`config.mk`:
```
export PLATFORM = sky130hd
export DESIGN_NAME = ssp_tx_fifo_flat
export DESIGN_NICKNAME = d
export VERILOG_FILES = /design/src/rtl/ssp_tx_fifo_if.sv /design/src/rtl/ssp_tx_fifo.sv /design/src/flat_wrapper.sv
export SDC_FILE = /design/constraint.sdc
export NUM_CORES = 1
export LEC_CHECK = 0
export BUFFER_PORTS_ARGS = -buffer_cell sky130_fd_sc_hd__buf_2
export CAP_MARGIN = 20
export CORE_MARGIN = 4
export CORE_UTILIZATION = 55
export DETAILED_ROUTE_END_ITERATION = 8
export GPL_TIMING_DRIVEN = 0
export PLACE_DENSITY = 0.77
export REMOVE_ABC_BUFFERS = 1
export SKIP_CTS_REPAIR_TIMING = 1
export SLEW_MARGIN = 20
export SYNTH_ARGS = -nofsm -noshare
export SYNTH_HDL_FRONTEND = slang
export SYNTH_SLANG_ARGS = --single-unit
export TNS_END_PERCENT = 20
```
`constraint.sdc`:
```
create_clock -name PCLK -period 2.89 [get_ports PCLK]
set_input_delay 0.1445 -clock PCLK [delete_from_list [all_inputs] [get_ports PCLK]]
set_output_delay 0.1445 -clock PCLK [all_outputs]
set_load 0.01 [all_outputs]
```
`src/rtl/ssp_tx_fifo_if.sv`:
```
// Processor write port and serializer pop port of the SSP transmit FIFO.
// master = processor/serializer side, slave = the FIFO itself.
interface ssp_tx_fifo_if #(
  parameter int WIDTH = 8,
  parameter int AW    = 2
);
  logic             PSEL;
  logic             PWRITE;
  logic [WIDTH-1:0] PWDATA;
  logic             TxNextWord;
  logic [WIDTH-1:0] TxData;
  logic             TxValidWord;
  logic             TxIsEmpty;
  logic             SSPTXINTR;
  logic [AW:0]      TxCount;

  modport master (
    output PSEL, PWRITE, PWDATA, TxNextWord,
    input  TxData, TxValidWord, TxIsEmpty, SSPTXINTR, TxCount
  );

  modport slave (
    input  PSEL, PWRITE, PWDATA, TxNextWord,
    output TxData, TxValidWord, TxIsEmpty, SSPTXINTR, TxCount
  );
endinterface

```
`src/rtl/ssp_tx_fifo.sv`:
```
// SSP transmit FIFO: first-word-fall-through, one push and one pop per cycle, 1-cycle write-to-read.
// Pushes while full are dropped unless a pop frees the slot that cycle; pops while empty are ignored.
module ssp_tx_fifo #(
  parameter int WIDTH = 8,
  parameter int DEPTH = 4,
  parameter int AW    = 2
) (
  input logic          PCLK,
  input logic          CLEAR,
  ssp_tx_fifo_if.slave bus
);
  localparam logic [AW:0] CNT_FULL = (AW+1)'(DEPTH);

  logic [WIDTH-1:0] mem_q [DEPTH];
  logic [AW-1:0]    wp_q, wp_d;
  logic [AW-1:0]    rp_q, rp_d;
  logic [AW:0]      cnt_q, cnt_d;
  logic             do_wr;
  logic             do_rd;

  // A pop in the same cycle frees the slot, so a full FIFO can still accept the write.
  always_comb begin
    do_rd = bus.TxNextWord && (cnt_q != '0);
    do_wr = bus.PSEL && bus.PWRITE && ((cnt_q != CNT_FULL) || do_rd);
    wp_d  = do_wr ? wp_q + 1'b1 : wp_q;
    rp_d  = do_rd ? rp_q + 1'b1 : rp_q;
    cnt_d = cnt_q;
    if (do_wr && !do_rd) begin
      cnt_d = cnt_q + 1'b1;
    end else if (do_rd && !do_wr) begin
      cnt_d = cnt_q - 1'b1;
    end
  end

  always_ff @(posedge PCLK) begin
    if (CLEAR) begin
      for (int i = 0; i < DEPTH; i++) begin
        mem_q[i] <= '0;
      end
      wp_q  <= '0;
      rp_q  <= '0;
      cnt_q <= '0;
    end else begin
      if (do_wr) begin
        mem_q[wp_q] <= bus.PWDATA;
      end
      wp_q  <= wp_d;
      rp_q  <= rp_d;
      cnt_q <= cnt_d;
    end
  end

  assign bus.TxData      = mem_q[rp_q];
  assign bus.TxValidWord = (cnt_q != '0);
  assign bus.TxIsEmpty   = (cnt_q == '0);
  assign bus.SSPTXINTR   = (cnt_q == CNT_FULL);
  assign bus.TxCount     = cnt_q;
endmodule

```
`src/flat_wrapper.sv`:
```
// flat-port wrapper written by rule: the top's interface ports become plain ports
module ssp_tx_fifo_flat 
#(
  parameter int WIDTH = 8,
  parameter int DEPTH = 4,
  parameter int AW    = 2
)
  (PCLK, CLEAR, bus_PSEL, bus_PWRITE, bus_PWDATA, bus_TxNextWord, bus_TxData, bus_TxValidWord, bus_TxIsEmpty, bus_SSPTXINTR, bus_TxCount);
  ssp_tx_fifo_if #(.WIDTH(WIDTH), .AW(AW)) bus_i ();
  input logic PCLK;
  input logic CLEAR;
  input wire logic [$bits(bus_i.PSEL)-1:0] bus_PSEL;
  input wire logic [$bits(bus_i.PWRITE)-1:0] bus_PWRITE;
  input wire logic [$bits(bus_i.PWDATA)-1:0] bus_PWDATA;
  input wire logic [$bits(bus_i.TxNextWord)-1:0] bus_TxNextWord;
  output wire logic [$bits(bus_i.TxData)-1:0] bus_TxData;
  output wire logic [$bits(bus_i.TxValidWord)-1:0] bus_TxValidWord;
  output wire logic [$bits(bus_i.TxIsEmpty)-1:0] bus_TxIsEmpty;
  output wire logic [$bits(bus_i.SSPTXINTR)-1:0] bus_SSPTXINTR;
  output wire logic [$bits(bus_i.TxCount)-1:0] bus_TxCount;
  assign bus_i.PSEL = bus_PSEL;
  assign bus_i.PWRITE = bus_PWRITE;
  assign bus_i.PWDATA = bus_PWDATA;
  assign bus_i.TxNextWord = bus_TxNextWord;
  assign bus_TxData = bus_i.TxData;
  assign bus_TxValidWord = bus_i.TxValidWord;
  assign bus_TxIsEmpty = bus_i.TxIsEmpty;
  assign bus_SSPTXINTR = bus_i.SSPTXINTR;
  assign bus_TxCount = bus_i.TxCount;
  ssp_tx_fifo #(.WIDTH(WIDTH), .DEPTH(DEPTH), .AW(AW)) u_core (.PCLK(PCLK), .CLEAR(CLEAR), .bus(bus_i));
endmodule
```
==> run summary <==
In the final routed layout, each cell accounts on average for 16.2 microns. For the finished layout, the period the worst path requires is 2.51 ns. The clock tree synthesis step divided the H-tree into 2 levels. In this run the tool buffered the top-level ports with 26 buffer cells. The logs give 0 for the number of slew-limit violations in the final report and 1,118 for the overall via count from detail_route. In this run the static leakage power is 0.000785 uW. The setup path with the least slack is of type flip-flop to flip-flop. Setup total negative slack on the finished layout was measured at 0 ns.

Per report_power, the sequential group accounts for 52.7% of the total. The end-of-flow core utilization is 66.2%, and the fraction of power consumed by combinational cells is 22.3%. Mux share of post-synthesis cell area: 10.4%.

The cell area power density works out to 701 nW/um^2. The first global-routing pass estimated 5.70 mm of wire. The Yosys step of the flow raised 0 warnings. The run gives 1,199 as the number of global-route vias before repair. Along the worst path, the maximum fanout reaches 9. For the area of the die, the log shows 4300 sq um.

In the finished design, the share of the clock period the worst path needs comes to 86.8%. Most used standard cell by instance count after synthesis: nor2_1. Buffers inserted during clock tree synthesis total 5. Summed over all layers, the routed wires come to 3.36 mm. For the number of hold violations in the final report, the log shows 0.

Leaving out filler cells and counting taps, the final layout contains 207. Summed over all nets, the switching power comes to 406 uW. After clock tree synthesis, the clock-pin slew on the worst setup and hold paths is 0.13 ns. The path type of the worst min-delay path was input pin to flip-flop. The antenna cell count is 0, and the count of clock tree sinks is 41. The synthesized netlist devotes 3.16% of its cell area to compound gates. VDD sags by at most 344 uV. The design draws 1440 uW. Post-detailed-route via-to-cell ratio: 5.40. The region available for standard cell placement spans 3100 sq um. The xor/xnor share of the synthesized area came out at 1.92%. The number of violations of the max-capacitance limit is 0. TritonCTS built the clock tree.

The slowest stage of the critical path belongs to the cell or4b_1. The critical path goes through or4b_1 > nand2_8 > inv_2 > ha_1 > inv_1 > fa_1 > xor2_1 > or3_1 > a21oi_1. In this run, the number of DRC markers left after iteration 0 of detailed routing was 65.

The number of antenna violations at the first check in global routing was 0; the share of the synthesized area in the top cell type was 52.7%. The die is 65.6 microns tall. The maximum achievable frequency is 0.399 GHz, and the post-DP HPWL is 2.28 mm. The run gives 58.8% as the effective utilization at floorplan. STA classifies the critical path startpoint as a flip-flop. Counting every instance in the synthesized netlist gives 135. For the required time of the critical path, the log shows 3.17 ns.

Grouping stages by cell kind, the critical path spends the most delay in simple AND/OR/NAND/NOR gates. Worst-case headroom to the max-slew limit: 62.5%. The tools report the final standard cell area without fillers as 2050 sq um.

Largest family of logic cells by synthesized area: simple AND/OR/NAND/NOR gates. The flow ran to the end, and the final reports show no timing, DRC or antenna violations. For the number of nets with antenna violations after routing, the log shows 0.

The internal power of the cells totals 1030 uW. The growth of design area from synthesis to finish was 12.6%. The floorplan has 20 rows. The filler cells instantiated in the layout total 270.

Clock latency on the worst-skew pair, taken at its later pin, is 0.36 ns. The async set or reset register ratio after synthesis was 0%. The pre-antenna-repair detailed-routing pass consisted of 4 iterations.

Dividing the synthesized area by the synthesized cell count gives 13.5 sq um. The dominant register cell in the synthesized netlist was edfxtp_1. STA classifies the critical path endpoint as a flip-flop. The largest single stage delay on the critical path is 0.77 ns.

The remaining design rule violation count was 0. Setup repair after global routing left no endpoint under its margin. Pin placement for this block handled 27 I/O pins. In the post-synthesis netlist, the biggest area contributors are edfxtp_1 53%, dfxtp_1 9.9%, mux4_2 9.9%, nor2_1 8.0%, nand2b_1 4.1%. The maximum number of pins on one net before global-route repair came out at 22. After Yosys synthesis, and, or, nand and nor cells account for 17.6% of the synthesized area.

The share of final-layout standard cells stronger than drive strength 1 was 29.4%; the number of different library cells in the post-synthesis netlist was 31. Setup violations remaining at the end of the flow were counted as 0. The root buffer cell was clkbuf_4.

For the final database, setup skew stands at 0.0174 ns. The number of placed instances, taps included, is 199. The share of total power dissipated in the clock network is 25.0%.

The register area share after synthesis was 62.6%; the switching power share of the total was 28.2%. The cell area after synthesis was 1820 sq um. After detailed placement, the total cell area comes to 1980 sq um. The adder and majority cell fraction of the synthesized area is 1.78%. The count of buffering cells on the critical path with inverters included works out to 2.

The flip-flop and latch count after synthesis came out at 41. The maximum number of buffers from clock root to sink is 2. For the final-stage net count, the log shows 177.

The die span in x is 65.6 microns. edfxtp_1 takes more of the synthesized area than any other cell. At the pin with the least slew margin, the transition time is 0.562 ns. The total overflow left after global routing is 0. Data arrives at the worst endpoint at 2.79 ns. Sorting the synthesized cells by how often they occur yields 39 x nor2_1, 32 x edfxtp_1, 12 x nand2b_1. For the all-layer global routing usage, the log shows 18.3%. Routability-driven placement finished with a final weighted congestion of 0.744. Yosys mapped a number of flops with a built-in enable equal to 32.
-- worst paths after layout --
kind | end | startpoint | slack [ns] | cells after the start
max | u_core.bus.TxCount[2] | u_core.bus.TxCount[0] | 0.38 | 9
min | u_core.mem_q[3][4] | bus_PWDATA[4] | 0.15 | 3
max reg2reg | u_core.bus.TxCount[2] | u_core.bus.TxCount[0] | 0.38 | 9
min reg2reg | u_core.rp_q[1] | u_core.rp_q[1] | 0.55 | 2
-- state kept, by name, indices dropped and copies added (netlist names), named ones only --
| register | flops |
|---|---|
| u_core.mem_q | 32 |
| u_core.wp_q | 2 |
| u_core.bus.TxCount | 3 |
| u_core.rp_q | 2 |
-- per-stage QoR --
step	setup slack, ns	hold slack [ns]
3_5_place_dp	0.409	0.522
3_3_place_gp	0.496	0.502
6_report	0.382	0.154
5_1_grt	0.251	0.176
4_1_cts	0.373	0.150
2_1_floorplan	0.583	0.207
-- cells by family (layout without fill, tap and decap cells) --
| family | after synthesis | count (layout) |
|---|---|---|
| XOR/XNOR | 4 | 4 |
| adder cells (fa/ha/maj) | 2 | 2 |
| AO/OA/AOI/OAI | 8 | 8 |
| buffers and inverters | 10 | 38 |
| flip-flops | 41 | 41 |
| AND/OR/NAND/NOR | 61 | 61 |
| multiplexers | 9 | 9 |
-- worst register-to-register path: cells and delay by family (launching register included) --
family / cells / cell delay, ns
xor gates and xnor gates: 1 / 0.08
adders and majority gates: 2 / 0.40
and+or+nand+nor: 3 / 1.28
buffers and inverters: 2 / 0.14
AOI/OAI and AO/OA: 1 / 0.14
DFF: 1 / 0.41
-- power groups by stage --
stage	logic, uW	clock network (uW)	registers (uW)
6_report	321	360	758
5_1_grt	348	399	771
4_1_cts	326	366	761
3_5_place_dp	325	0	775
3_3_place_gp	312	0	769
2_1_floorplan	213	0	761
-- metal layers --
metal	vias to the layer above	routed length, microns	GRT usage (%)
met3	5	181	4.27
met4	0	51	7.77
met5	-	0	0
met2	27	1760	31.1
li1	534	-	-
met1	552	1360	22.4
-- layout by cell type, fill, tap and decap left out --
master      n
a31o_1      2
nand4_2     1
o311ai_0    1
nand2_8     1
buf_2      26
o21ai_0     2
bufinv_16   1
clkbuf_1    1
inv_1       3
ha_1        1
mux4_2      8
a21oi_2     1
and2_0      1
a21oi_1     1
o31ai_1     1
nand2b_1   12
inv_2       1
edfxtp_1   32
or3_2       1
nor3b_1     1
nor2_1     39
fa_1        1
mux2i_1     1
or3_1       1
clkbuf_4    5
nand3_2     1
clkinv_2    1
xor2_1      4
nand3_1     1
nand4b_2    1
or4b_1      1
dfxtp_1     9
-- area by class of cell --
cell class                      instances  area (sq um)  area share (%)
Inverter                                4          15.0           0.731
Multi-Input combinational cell         84           637            31.0
Sequential cell                        41          1140            55.5
Tap cell                               44          55.1            2.68
Clock buffer                            6          41.3            2.01
Clock inverter                          2          35.0            1.71
Timing Repair Buffer                   26           130            6.33
(Power assumes the default switching activity.)
